===== config.mk =====
export PLATFORM = sky130hd
export DESIGN_NAME = control_sequencer
export DESIGN_NICKNAME = d
export VERILOG_FILES = /design/src/rtl/cpu_pkg.sv /design/src/rtl/opcode_classifier.sv /design/src/rtl/control_sequencer.sv
export SDC_FILE = /design/constraint.sdc
export NUM_CORES = 1
export LEC_CHECK = 0
export BUFFER_PORTS_ARGS = -buffer_cell sky130_fd_sc_hd__buf_2
export CORE_UTILIZATION = 37
export CTS_BUF_LIST = sky130_fd_sc_hd__clkbuf_8
export CTS_CLUSTER_SIZE = 30
export DETAILED_ROUTE_END_ITERATION = 10
export PLACE_DENSITY_LB_ADDON = 0.3
export SLEW_MARGIN = 40
export SYNTH_ARGS = -nofsm -noshare
export SYNTH_HDL_FRONTEND = slang
export SYNTH_SLANG_ARGS = --single-unit

===== constraint.sdc =====
create_clock -name clk -period 1.6 [get_ports clk]
set_clock_uncertainty 0.1 [all_clocks]
set_input_delay 0.24 -clock clk [delete_from_list [all_inputs] [get_ports clk]]
set_output_delay 0.24 -clock clk [all_outputs]
set_load 0.1 [all_outputs]

===== src/rtl/cpu_pkg.sv =====
// cpu_pkg: opcodes, sequencer states, instruction classes and the control word for control_sequencer.
package cpu_pkg;

    localparam logic [4:0] OP_LD   = 5'b00000;
    localparam logic [4:0] OP_LDI  = 5'b00001;
    localparam logic [4:0] OP_ST   = 5'b00010;
    localparam logic [4:0] OP_ADD  = 5'b00011;
    localparam logic [4:0] OP_SUB  = 5'b00100;
    localparam logic [4:0] OP_AND  = 5'b00101;
    localparam logic [4:0] OP_OR   = 5'b00110;
    localparam logic [4:0] OP_SHR  = 5'b00111;
    localparam logic [4:0] OP_SHL  = 5'b01000;
    localparam logic [4:0] OP_ROR  = 5'b01001;
    localparam logic [4:0] OP_ROL  = 5'b01010;
    localparam logic [4:0] OP_ADDI = 5'b01011;
    localparam logic [4:0] OP_ANDI = 5'b01100;
    localparam logic [4:0] OP_ORI  = 5'b01101;
    localparam logic [4:0] OP_MUL  = 5'b01110;
    localparam logic [4:0] OP_DIV  = 5'b01111;
    localparam logic [4:0] OP_NOP  = 5'b11010;
    localparam logic [4:0] OP_HALT = 5'b11011;

    typedef enum logic [3:0] {
        RESET, FETCH0, FETCH1, FETCH2, T3, T4, T5, T6, T7, PAUSED, HALTED
    } state_t;

    typedef enum logic [3:0] {
        CL_ALU, CL_MULDIV, CL_IMM, CL_LDI, CL_LD, CL_ST, CL_NOP, CL_HALT, CL_ILL
    } iclass_t;

    typedef struct packed {
        logic       gra;
        logic       grb;
        logic       grc;
        logic       r_in;
        logic       r_out;
        logic       ba_out;
        logic       pc_out;
        logic       pc_in;
        logic       inc_pc;
        logic       mar_in;
        logic       mdr_in;
        logic       mdr_out;
        logic       ir_in;
        logic       y_in;
        logic       z_in;
        logic       z_lo_out;
        logic       z_hi_out;
        logic       c_out;
        logic       hi_in;
        logic       lo_in;
        logic       read;
        logic       write;
        logic [4:0] alu;
    } ctrl_t;

    function automatic logic writes_ra(iclass_t c);
        return c inside {CL_ALU, CL_IMM, CL_LDI};
    endfunction

endpackage


===== src/rtl/opcode_classifier.sv =====
// opcode_classifier: maps a 5-bit opcode to its instruction class, ALU operation and legality.
module opcode_classifier
    import cpu_pkg::*;
(
    input  logic [4:0] opcode,
    output iclass_t    cls,
    output logic [4:0] alu_op,
    output logic       legal
);

    always_comb begin
        cls    = CL_ILL;
        alu_op = 5'b0;
        case (opcode)
            OP_ADD, OP_SUB, OP_AND, OP_OR,
            OP_SHR, OP_SHL, OP_ROR, OP_ROL: begin cls = CL_ALU;    alu_op = opcode; end
            OP_MUL, OP_DIV:                 begin cls = CL_MULDIV; alu_op = opcode; end
            OP_ADDI:                        begin cls = CL_IMM;    alu_op = OP_ADD; end
            OP_ANDI:                        begin cls = CL_IMM;    alu_op = OP_AND; end
            OP_ORI:                         begin cls = CL_IMM;    alu_op = OP_OR;  end
            OP_LDI:                         begin cls = CL_LDI;    alu_op = OP_ADD; end
            OP_LD:                          begin cls = CL_LD;     alu_op = OP_ADD; end
            OP_ST:                          begin cls = CL_ST;     alu_op = OP_ADD; end
            OP_NOP:                         cls = CL_NOP;
            OP_HALT:                        cls = CL_HALT;
            default: ;
        endcase
    end

    assign legal = cls != CL_ILL;

endmodule


===== src/rtl/control_sequencer.sv =====
// control_sequencer: hardwired Moore control unit stepping T0..T7; CU_SINGLE_STEP_EN adds a step input.
module control_sequencer
    import cpu_pkg::*;
#(
    parameter int BITS          = 32,
    parameter int REGISTERS     = 16,
    parameter int REGISTER_BITS = $clog2(REGISTERS)
) (
    input  logic            clk,
    input  logic            rst_n,
`ifdef CU_SINGLE_STEP_EN
    input  logic            step,
`endif
    input  logic [BITS-1:0] IR,
    input  logic            mem_ready,
    input  logic            stop,
    output logic            Gra,
    output logic            Grb,
    output logic            Grc,
    output logic            Rin,
    output logic            Rout,
    output logic            BAout,
    output logic            PCout,
    output logic            PCin,
    output logic            IncPC,
    output logic            MARin,
    output logic            MDRin,
    output logic            MDRout,
    output logic            IRin,
    output logic            Yin,
    output logic            Zin,
    output logic            Zlowout,
    output logic            Zhighout,
    output logic            Cout,
    output logic            HIin,
    output logic            LOin,
    output logic            Read,
    output logic            Write,
    output logic [4:0]      alu_op,
    output logic            run,
    output logic            illegal
);

    state_t     state, state_n, entry;
    iclass_t    cls;
    logic [4:0] cls_alu;
    logic       legal, go;
    ctrl_t      c;
    logic       unused_ir;

    assign unused_ir = ^{IR[BITS-6:0], REGISTER_BITS[0]};

    opcode_classifier u_cls (
        .opcode (IR[BITS-1 -: 5]),
        .cls    (cls),
        .alu_op (cls_alu),
        .legal  (legal)
    );

`ifdef CU_SINGLE_STEP_EN
    logic step_d, step_pend;
    always_ff @(posedge clk or negedge rst_n) begin
        if (!rst_n) begin
            step_d    <= 1'b0;
            step_pend <= 1'b0;
        end else begin
            step_d    <= step;
            step_pend <= (step & ~step_d) | (step_pend & (state != FETCH0));
        end
    end
    assign go = step_pend;
`else
    assign go = 1'b1;
`endif

    always_ff @(posedge clk or negedge rst_n) begin
        if (!rst_n) begin
            state   <= RESET;
            illegal <= 1'b0;
        end else begin
            state <= state_n;
            if (state == T3 && !legal) illegal <= 1'b1;
        end
    end

    assign entry = stop ? PAUSED : FETCH0;
    assign run   = !(state inside {RESET, PAUSED, HALTED});

    always_comb begin
        state_n = state;
        case (state)
            RESET:   state_n = entry;
            FETCH0:  state_n = go ? FETCH1 : FETCH0;
            FETCH1:  state_n = mem_ready ? FETCH2 : FETCH1;
            FETCH2:  state_n = T3;
            T3:      state_n = cls == CL_HALT ? HALTED : (cls inside {CL_NOP, CL_ILL}) ? entry : T4;
            T4:      state_n = T5;
            T5:      state_n = writes_ra(cls) ? entry : T6;
            T6:      state_n = cls == CL_MULDIV ? entry : (cls == CL_LD && !mem_ready) ? T6 : T7;
            T7:      state_n = (cls == CL_ST && !mem_ready) ? T7 : entry;
            PAUSED:  state_n = stop ? PAUSED : FETCH0;
            HALTED:  state_n = HALTED;
            default: state_n = RESET;
        endcase
    end

    always_comb begin
        c = '0;
        case (state)
            FETCH0: if (go) begin c.pc_out = 1'b1; c.mar_in = 1'b1; c.inc_pc = 1'b1; c.z_in = 1'b1; c.alu = OP_ADD; end
            FETCH1: begin c.z_lo_out = 1'b1; c.pc_in = 1'b1; c.read = 1'b1; c.mdr_in = 1'b1; end
            FETCH2: begin c.mdr_out = 1'b1; c.ir_in = 1'b1; end
            T3: case (cls)
                CL_ALU, CL_IMM:        begin c.grb = 1'b1; c.r_out = 1'b1; c.y_in = 1'b1; end
                CL_MULDIV:             begin c.gra = 1'b1; c.r_out = 1'b1; c.y_in = 1'b1; end
                CL_LDI, CL_LD, CL_ST:  begin c.grb = 1'b1; c.ba_out = 1'b1; c.y_in = 1'b1; end
                default: ;
            endcase
            T4: case (cls)
                CL_ALU:                begin c.grc = 1'b1; c.r_out = 1'b1; c.z_in = 1'b1; c.alu = cls_alu; end
                CL_MULDIV:             begin c.grb = 1'b1; c.r_out = 1'b1; c.z_in = 1'b1; c.alu = cls_alu; end
                CL_IMM, CL_LDI,
                CL_LD, CL_ST:          begin c.c_out = 1'b1; c.z_in = 1'b1; c.alu = cls_alu; end
                default: ;
            endcase
            T5: case (cls)
                CL_ALU, CL_IMM, CL_LDI: begin c.z_lo_out = 1'b1; c.gra = 1'b1; c.r_in = 1'b1; end
                CL_MULDIV:              begin c.z_lo_out = 1'b1; c.lo_in = 1'b1; end
                CL_LD, CL_ST:           begin c.z_lo_out = 1'b1; c.mar_in = 1'b1; end
                default: ;
            endcase
            T6: case (cls)
                CL_MULDIV: begin c.z_hi_out = 1'b1; c.hi_in = 1'b1; end
                CL_LD:     begin c.read = 1'b1; c.mdr_in = 1'b1; end
                CL_ST:     begin c.gra = 1'b1; c.r_out = 1'b1; c.mdr_in = 1'b1; end
                default: ;
            endcase
            T7: case (cls)
                CL_LD:   begin c.mdr_out = 1'b1; c.gra = 1'b1; c.r_in = 1'b1; end
                CL_ST:   c.write = 1'b1;
                default: ;
            endcase
            default: ;
        endcase
    end

    assign {Gra, Grb, Grc, Rin, Rout, BAout, PCout, PCin, IncPC, MARin, MDRin, MDRout, IRin,
            Yin, Zin, Zlowout, Zhighout, Cout, HIin, LOin, Read, Write, alu_op} = c;

endmodule


==> impl_metrics.toml, run 1 <==
[run_status]
status = "stopped before the end"
stop_stage = "clock tree synthesis"
tool.error = "[ERROR DPL-0038] Utilization greater than 100%, impossible to legalize"

[synth]
ys_types = 46
syn_inst = 128
synth-compound-area-share = 0.2684
async_reset_ff_frac = 1.000
synth_seq_area_share = 0.1443
syn-num-nets = 164
synth_ff_type = "dfrtp_1"
ys_seq_elements = 5
synthSimpleGateAreaFrac = 0.4170
synth-xor-area-share = 0.04040
synth_top_family_by_area = "simple AND/OR/NAND/NOR gates"
synth-edff-count = 0
synth.area.mux_share = 0.01154
synth.cell_area_um2 = 867.1
synth_fa_ha_area_frac = 0
syn_area_per_cell_um2 = 6.774
synth_warnings = 0

[clock_tree]
clockBufferDepth = 2
htree_num_levels = 1
postCtsSetupBuffers = 15
cts_resized = 50
cts-root-buf = "clkbuf_8"
cts_sinks = 5
hold_buffers = 1
numCtsBuffers = 3

[place]
dp_hpwl_um = 3958
gp_congestion = 1.074
port_buffers = 36

[floorplanning]
boundaryPins = 65
num_rows = 17
fp.dieW_um = 50.41
start_util = 0.3920
die_y_um = 50.41
synthesized netlist by cell type, types with 4 or more instances:
cell type / number / area, um2
clkbuf_1: 4 / 15.01
nand2_1: 16 / 60.06
nor2_1: 13 / 48.80
nand3_1: 6 / 30.03
buf_2: 4 / 20.02
inv_1: 7 / 26.28
dfrtp_1: 5 / 125.1
nor3_1: 5 / 25.02
o21ai_0: 9 / 45.04
nand2b_1: 4 / 25.02
and2_1: 4 / 25.02
cells by family after synthesis:
logic type,after synthesis
simple gates,67
compound gates,30
buf+inv,20
flops,5
xor+xnor,4
mux,1
other cells,1
stage by stage:
step,instance area [um2],setup TNS (ps),setup slack [ps],instances,util
global placement,2081,-6709,-393.2,224,0.9406
floorplan,1251,-9868,-930.6,128,-
detailed placement,2081,-8822,-550.4,224,0.9406
==> inputs of run 2 (changes only) <==
- CORE_AREA: default -> 2 2 63 65
- CORE_UTILIZATION: 37 -> default
- CTS_BUF_LIST: sky130_fd_sc_hd__clkbuf_8 -> default
- CTS_CLUSTER_SIZE: 30 -> default
- DIE_AREA: default -> 0 0 65 67
- PLACE_DENSITY_LB_ADDON: 0.3 -> 0.15
- clock period: 1.6 -> 2.1 ns (I/O delays scaled with it)
==> impl_metrics.toml, run 2 <==
[worst_setup_path]
r2r_slack_ps = 100
cp.arrival_ps = 1870
start_kind = "register"
critPathRequiredTime_ps = 1680
worstPathMaxFanout = 3
criticalPathCategory = "register to output pin"
end_kind = "output pin"

[synth]
synth.cell_area_um2 = 867.1
synth.area.mux_share = 0.01154
synth_ff_type = "dfrtp_1"
ys_seq_elements = 5
synth-edff-count = 0
synth_seq_area_share = 0.1443
synth.most_common_cell = "nand2_1"
synth_common_cells = "16 x nand2_1, 13 x nor2_1, 9 x o21ai_0, 7 x inv_1, 6 x nand3_1"
ys_types = 46
syn_area_per_cell_um2 = 6.774
synth_area_leaders = "dfrtp_1 14%, nand2_1 6.9%, nor2_1 5.6%, o21ai_0 5.2%, nand3_1 3.5%"
synth_fa_ha_area_frac = 0
synth-xor-area-share = 0.04040
synthDominantCellAreaShare = 0.1443
synth_warnings = 0
synth-compound-area-share = 0.2684
synth_top_cell_by_area = "dfrtp_1"
synth_top_family_by_area = "simple AND/OR/NAND/NOR gates"
synthSimpleGateAreaFrac = 0.4170
syn_inst = 128
syn-num-nets = 164
async_reset_ff_frac = 1.000

[place]
detailed_place.area_um2 = 1877
port_buffers = 36
preCtsSetupSlack_ps = -91.13
gp_congestion = 0.8996
dp_hpwl_um = 2898

[clock_tree]
cts_tree = "yes"
htree_num_levels = 1
cts_sinks = 5
cts-root-buf = "clkbuf_8"
clock_latency_ps = 220
path_clk_slew_ps = 40
numCtsBuffers = 3
clockBufferDepth = 2

[cells_and_area]
most-common-layout-cells = "32 x buf_4, 28 x buf_12, 8 x nor2_4, 8 x buf_2, 7 x buf_6"
top_register = "state"
largest_reg_flops = 4
multi_input_comb_area_um2 = 940.9
syn_to_final_growth_pct = 151.2
final_area_um2 = 2178
fill_cells = 305
antennaDiodeCount = 0
biggestRegsByFlops = "state x4, illegal x1"
regArea_um2 = 128.9
nets = 235
final_common_cell = "buf_4"
drive_above_1_share = 0.6717

[run_status]
status = "complete, but fails checks"
violations = "negative setup slack"

[drt]
drc = 0
viasPerCell = 5.187
drt_first_iter_violations = 52
drt-wirelength-per-cell_um = 15.96
via_count = 1276
postRouteWirelength_um = 3927
final_antenna_net_count = 0
drt-pass1-iter-count = 4

[min_path]
hold_class = "primary input to register"

[pwr]
intPower_mw = 1.363
power_density_nw_per_um2 = 1491
pwr-share-seq = 0.061
p_sw_mw = 1.885
clockPowerShare = 0.054
p_leak_nw = 0.8939
peakVddDrop_mv = 1.226
combinationalPowerShare = 0.885
swShare = 0.5804

[job]
drv_cap = 0

[grt]
grt.overflow.total = 0
gr-usage-all-layers = 0.1764
grt_pass1_wl_um = 6051
grt_pass1_vias = 1266
grt_max_degree = 14
antenna_found_initial = 0

[timing]
rsz0062_at_grt = "true"
max_freq_mhz = 438.5
fin_setup_tns_ps = -1210
hold_viol = 0
report.final.slew_viol_count = 0
fin_crit_ps = 2280
holdWs_ps = 321.3
setup_viol = 14
fin_ws_ps = -180.3
fin_crit_sh = 1.086

[floorplanning]
die_y_um = 67
die-area_um2 = 4355
start_util = 0.2405
boundaryPins = 65
core_area_um2 = 3606
fp.dieW_um = 65
num_rows = 22
==> run 2: stage by stage <==
step | instances | power (mW) | utilization
after floorplan | 128 | 1.793 | -
after global routing | 246 | 3.368 | 0.6041
final | 246 | 3.247 | 0.6041
after detailed placement | 232 | 2.700 | 0.5205
after CTS | 242 | 2.999 | 0.5663
after global placement | 232 | 2.683 | 0.5205
==> run 2: layout make-up <==
class	instances	share of cell area
Timing Repair Buffer	78	0.4406
Multi-Input combinational cell	103	0.4319
Sequential cell	5	0.05916
Tap cell	48	0.02757
Clock buffer	4	0.02068
Inverter	8	0.02010
==> run 2: worst paths after layout <==
check                           cells past startpoint                start                   to
worst max-delay path                                7   state[1]$_DFF_PN0_            alu_op[0]
worst min-delay path                                2                 stop   state[3]$_DFF_PN0_
worst max register to register                      9   state[1]$_DFF_PN0_   state[3]$_DFF_PN0_
worst min register to register                      1  illegal$_DFFE_PN0P_  illegal$_DFFE_PN0P_
max in group asynchronous                           2                rst_n   state[1]$_DFF_PN0_
min in group asynchronous                           2                rst_n   state[0]$_DFF_PN0_
==> run 2: logic make-up (layout without fill, tap and decap cells) <==
| family | after synthesis | in the layout |
|---|---|---|
| DFF | 5 | 5 |
| xor gates and xnor gates | 4 | 4 |
| buffers and inverters | 20 | 90 |
| muxes | 1 | 1 |
| AOI/OAI and AO/OA | 30 | 30 |
| and+or+nand+nor | 67 | 67 |
| other | 1 | 1 |
==> run 2: power by group through the flow <==
stage | registers (mW) | clock network [mW] | logic (mW)
floorplan | 0.250 | 0 | 1.54
global placement | 0.198 | 0 | 2.49
detailed placement | 0.198 | 0 | 2.50
CTS | 0.198 | 0.182 | 2.62
global route | 0.201 | 0.192 | 2.97
finish | 0.197 | 0.177 | 2.87
==> run 2: metal layers <==
| metal | vias to the layer above | GRT usage | wire [um] |
|---|---|---|---|
| met3 | 13 | 0.01858 | 172 |
| met1 | 607 | 0.2030 | 1419 |
| met4 | 0 | 0.07713 | 126 |
| met2 | 51 | 0.3273 | 2209 |
| met5 | - | 0 | 0 |
| li1 | 605 | - | - |
==> run 2: critical path, stage by stage (launching register included) <==
cell	delay, ps
dfrtp_2	410
buf_12	140
nor4b_4	340
buf_4	180
nand2_4	50
a211o_1	270
nand2_4	90
buf_12	170
==> run 2: repair_timing <==
action | in CTS | in global routing
hold buffers | 1 | 0
endpoints found under the hold margin | 5 | 0
endpoints found under the setup margin | 20 | 23
pin swaps | 3 | 9
buffers inserted | 5 | 6
gates resized for setup | 17 | 26
No activity file was read; power rests on OpenSTA's default activity.
==> inputs of run 3 (changes only) <==
- SKIP_LAST_GASP: default -> 1
==> impl_metrics.toml, run 3 (synthesis gave the netlist of run 2 again) <==
[cells_and_area]
fin_cells = 246
top_register = "state"
biggestRegsByFlops = "state x4, illegal x1"
final_common_cell = "buf_4"
final_area_um2 = 2155
syn_to_final_growth_pct = 148.5
largest_reg_flops = 4
most-common-layout-cells = "33 x buf_4, 28 x buf_12, 9 x buf_2"
nets = 235
antennaDiodeCount = 0
fill_cells = 307
drive_above_1_share = 0.6566

[clock_tree]
clock_latency_ps = 220
cts_sinks = 5
cts_tree = "yes"
clockBufferDepth = 2
path_clk_slew_ps = 40
numCtsBuffers = 3
htree_num_levels = 1
cts-root-buf = "clkbuf_8"

[pwr]
p_sw_mw = 1.863
combinationalPowerShare = 0.884
swShare = 0.5804
power_density_nw_per_um2 = 1490
intPower_mw = 1.347
p_leak_nw = 0.8881
pwr-share-seq = 0.061
clockPowerShare = 0.055
peakVddDrop_mv = 1.177

[drt]
via_count = 1261
final_antenna_net_count = 0
drt-wirelength-per-cell_um = 15.80
drt-pass1-iter-count = 4
drt_first_iter_violations = 34
postRouteWirelength_um = 3888
viasPerCell = 5.126
drc = 0

[worst_setup_path]
cp_num_buf_inv = 3
criticalPathCategory = "register to output pin"
start_kind = "register"
end_kind = "output pin"
cp_slowest_cell = "dfrtp_2"
worstPathMaxFanout = 3
critPathRequiredTime_ps = 1680
cpPeakStageDelay_ps = 410
critical-path-top-delay-family = "buffers and inverters"
crit_chain = "buf_12 -> nor4b_4 -> buf_4 -> nand2_4 -> a211o_1 -> nand2_4 -> buf_12"
cp.arrival_ps = 1870

[min_path]
hold_class = "primary input to register"

[timing]
max_freq_mhz = 438.3
rsz0062_at_grt = "true"
setup_viol = 16
holdWs_ps = 318.7
report.final.slew_viol_count = 0
fin_crit_ps = 2282
fin_crit_sh = 1.087
hold_viol = 0
fin_ws_ps = -181.7

[floorplanning]
die-area_um2 = 4355
num_rows = 22
die_y_um = 67
boundaryPins = 65
fp.dieW_um = 65
core_area_um2 = 3606
start_util = 0.2405

[grt]
gr-usage-all-layers = 0.1761
grt_max_degree = 14
grt_pass1_wl_um = 6037
antenna_found_initial = 0
grt_pass1_vias = 1262
grt.overflow.total = 0

[place]
place_inst = 232
gp_congestion = 0.8996
port_buffers = 36
dp_hpwl_um = 2898
preCtsSetupSlack_ps = -91.13
detailed_place.area_um2 = 1877

[job]
drv_cap = 0

[run_status]
violations = "negative setup slack"
status = "complete, but fails checks"
run 3: changes by cell type in the layout (fill, tap and decap cells not counted):
cell,before,now
buf_2,8,9
buf_4,32,33
buf_6,7,5
nand2_1,6,8
nand2_2,5,3
nor2_2,0,1
nor2_4,8,7
o21ai_0,3,4
o21ai_2,2,1
run 3: worst reg2reg max path, cell delays in order, from the launching register on:
cell and delay, ps:
dfrtp_2 410, buf_12 140, buf_4 130, buf_6 120, nor2b_4 130, nand2_2 120, nor4_4 60, buf_4 150
buf_4 120, a2111o_1 410
run 3: worst paths after layout:
check	slack, ps	from	depth (start not counted)	end
max	-180	state[1]$_DFF_PN0_	7	alu_op[0]
min	320	stop	2	state[3]$_DFF_PN0_
max reg2reg	90	state[1]$_DFF_PN0_	9	state[3]$_DFF_PN0_
min reg2reg	400	illegal$_DFFE_PN0P_	1	illegal$_DFFE_PN0P_
max in group asynchronous	1430	rst_n	2	state[1]$_DFF_PN0_
min in group asynchronous	330	rst_n	2	state[0]$_DFF_PN0_
run 3: what timing repair did:
action	CTS	global route
setup buffers	5	6
pin swaps	3	7
hold buffers	1	0
endpoints found under the hold margin	5	0
resized for setup	16	20
endpoints found under the setup margin	20	23
run 3: layout make-up:
class / count / area, um2 / area share
Timing Repair Buffer: 78 / 949.7 / 0.4408
Multi-Input combinational cell: 103 / 927.1 / 0.4303
Sequential cell: 5 / 128.9 / 0.05981
Tap cell: 48 / 60.06 / 0.02787
Clock buffer: 4 / 45.04 / 0.02091
Inverter: 8 / 43.79 / 0.02033
run 3: power groups by stage:
stage	sequential [mW]	combinational, mW	clock (mW)
after global routing	0.201	2.94	0.192
after CTS	0.198	2.62	0.182
after global placement	0.198	2.49	0
final	0.197	2.84	0.176
after detailed placement	0.198	2.50	0
after floorplan	0.250	1.54	0
run 3: layer usage:
metal  GRT usage  routed length (um)  vias up
met3     0.01858                 128       19
met1      0.2030                1471      587
met4     0.07713                 161        0
li1            -                   -      604
met2      0.3260                2127       51
met5           0                   0        -
run 3: metrics by stage:
step / util / total power, mW / TNS (ps)
3_5_place_dp: 0.5205 / 2.700 / -280.6
4_1_cts: 0.5645 / 2.998 / -1198
2_1_floorplan: - / 1.793 / -2381
6_report: 0.5975 / 3.210 / -1259
3_3_place_gp: 0.5205 / 2.683 / -284.3
5_1_grt: 0.5975 / 3.336 / -2431
==> inputs of run 4 (changes only) <==
--- a/config.mk
+++ b/config.mk
@@ -11,4 +11,5 @@
 export DIE_AREA = 0 0 65 67
 export PLACE_DENSITY_LB_ADDON = 0.15
+export SKIP_CTS_REPAIR_TIMING = 1
 export SKIP_LAST_GASP = 1
 export SLEW_MARGIN = 40
==> constraint.sdc (replaced) <==
create_clock -name clk -period 2.1 [get_ports clk]
set_clock_uncertainty 0.1 [all_clocks]
set_input_delay 0.525 -clock clk [delete_from_list [all_inputs] [get_ports clk]]
set_output_delay 0.525 -clock clk [all_outputs]
set_load 0.1 [all_outputs]
==> impl_metrics.toml, run 4 (synthesis gave the netlist of run 2 again) <==
[drt]
final_antenna_net_count = 0
postRouteWirelength_um = 3674
viasPerCell = 4.981
drt-pass1-iter-count = 2
drc = 0
via_count = 1295
drt-wirelength-per-cell_um = 14.13
drt_first_iter_violations = 12

[timing]
fin_crit_ps = 2576
rsz0062_at_grt = "true"
holdWs_ps = 13.47
max_freq_mhz = 388.1
setup_viol = 26
report.final.slew_viol_count = 0
fin_crit_sh = 1.227
fin_ws_ps = -476.4
hold_viol = 0
fin_setup_tns_ps = -6385

[clock_tree]
numCtsBuffers = 3
clockBufferDepth = 2
cts_sinks = 5
cts-root-buf = "clkbuf_8"
path_clk_slew_ps = 30
clock_latency_ps = 220
cts_tree = "yes"
htree_num_levels = 1

[grt]
gr-usage-all-layers = 0.1737
antenna_found_initial = 0
grt.overflow.total = 0
grt_max_degree = 14
grt_pass1_vias = 1280
grt_pass1_wl_um = 5920

[worst_setup_path]
cp.arrival_ps = 1950
worstRegToRegCells = 7
r2r-start = "state[1]$_DFF_PN0_"
r2r_slack_ps = 360
end_kind = "output pin"
criticalPathCategory = "primary input to output pin"
cpPeakStageDelay_ps = 570
critPathRequiredTime_ps = 1470
crit_chain = "buf_6 -> or4_4 -> or3_4 -> nand3b_1 -> buf_12"
worstPathMaxFanout = 5
cp_slowest_cell = "or4_4"
start_kind = "primary input"
r2r_end = "state[3]$_DFF_PN0_"

[cells_and_area]
nets = 249
final_area_um2 = 2371
biggestRegsByFlops = "state x4, illegal x1"
largest_reg_flops = 4
most-common-layout-cells = "41 x buf_4, 28 x buf_12, 15 x buf_6"
top_register = "state"
drive_above_1_share = 0.6981
final_common_cell = "buf_4"
fin_util = 0.6575
syn_to_final_growth_pct = 173.4
antennaDiodeCount = 0

[floorplanning]
core_area_um2 = 3606
fp.dieW_um = 65
boundaryPins = 65
die-area_um2 = 4355
start_util = 0.2405
num_rows = 22
die_y_um = 67

[place]
port_buffers = 36
dp_hpwl_um = 3127
detailed_place.area_um2 = 2110
gp_congestion = 0.8594

[pwr]
p_leak_nw = 0.9703
power_density_nw_per_um2 = 1396
peakVddDrop_mv = 0.8658

[job]
drv_cap = 0

[run_status]
status = "complete, but fails checks"
violations = "negative setup slack"

[min_path]
hold_class = "primary input to asynchronous set/reset pin"
[run 4: worst max path at each step]
stage	depth (start not counted)	start	to	slack (ps)
final	5	IR[27]	Gra	-480
after global routing	6	state[1]$_DFF_PN0_	Rout	-510
after CTS	5	IR[27]	Gra	-500
after detailed placement	5	IR[27]	Gra	-500
after global placement	5	IR[27]	Gra	-500
after floorplan	5	state[0]$_DFF_PN0_	Rout	-800
[run 4: area by class of cell]
cell class | count | area, um2
inverters | 8 | 50.05
repair buffers | 92 | 1087
flip-flops and latches | 5 | 127.6
clock buffers | 4 | 45.04
fillers | 282 | 1235
well taps | 48 | 60.06
multi-input cells | 103 | 1001
[run 4: per-layer routing]
layer,global-route usage,share of wire,vias to the layer above
li1,-,-,638
met1,0.2158,0.44,625
met2,0.3119,0.52,28
met3,0.01689,0.033,4
met4,0.05851,0.011,0
met5,0,0,-
[run 4: per-stage QoR]
step / instances / power [mW] / setup slack [ps]
2_1_floorplan: 128 / 1.973 / -803.3
3_3_place_gp: 249 / 2.875 / -498.2
3_5_place_dp: 249 / 2.899 / -499.3
4_1_cts: 253 / 3.075 / -500.5
5_1_grt: 260 / 3.455 / -513.9
6_report: 260 / 3.310 / -476.4
[run 4: worst max-delay path: cells and delay by family]
kind / cells / cell delay (ps)
simple gates: 3 / 1140
buf+inv: 2 / 280
[run 4: power by group]
| group | switching, mW | internal, mW | leakage, nW |
|---|---|---|---|
| clock network | 0.0419 | 0.130 | 0.0228 |
| registers | 0.0492 | 0.144 | 0.0590 |
| logic | 1.81 | 1.14 | 0.889 |
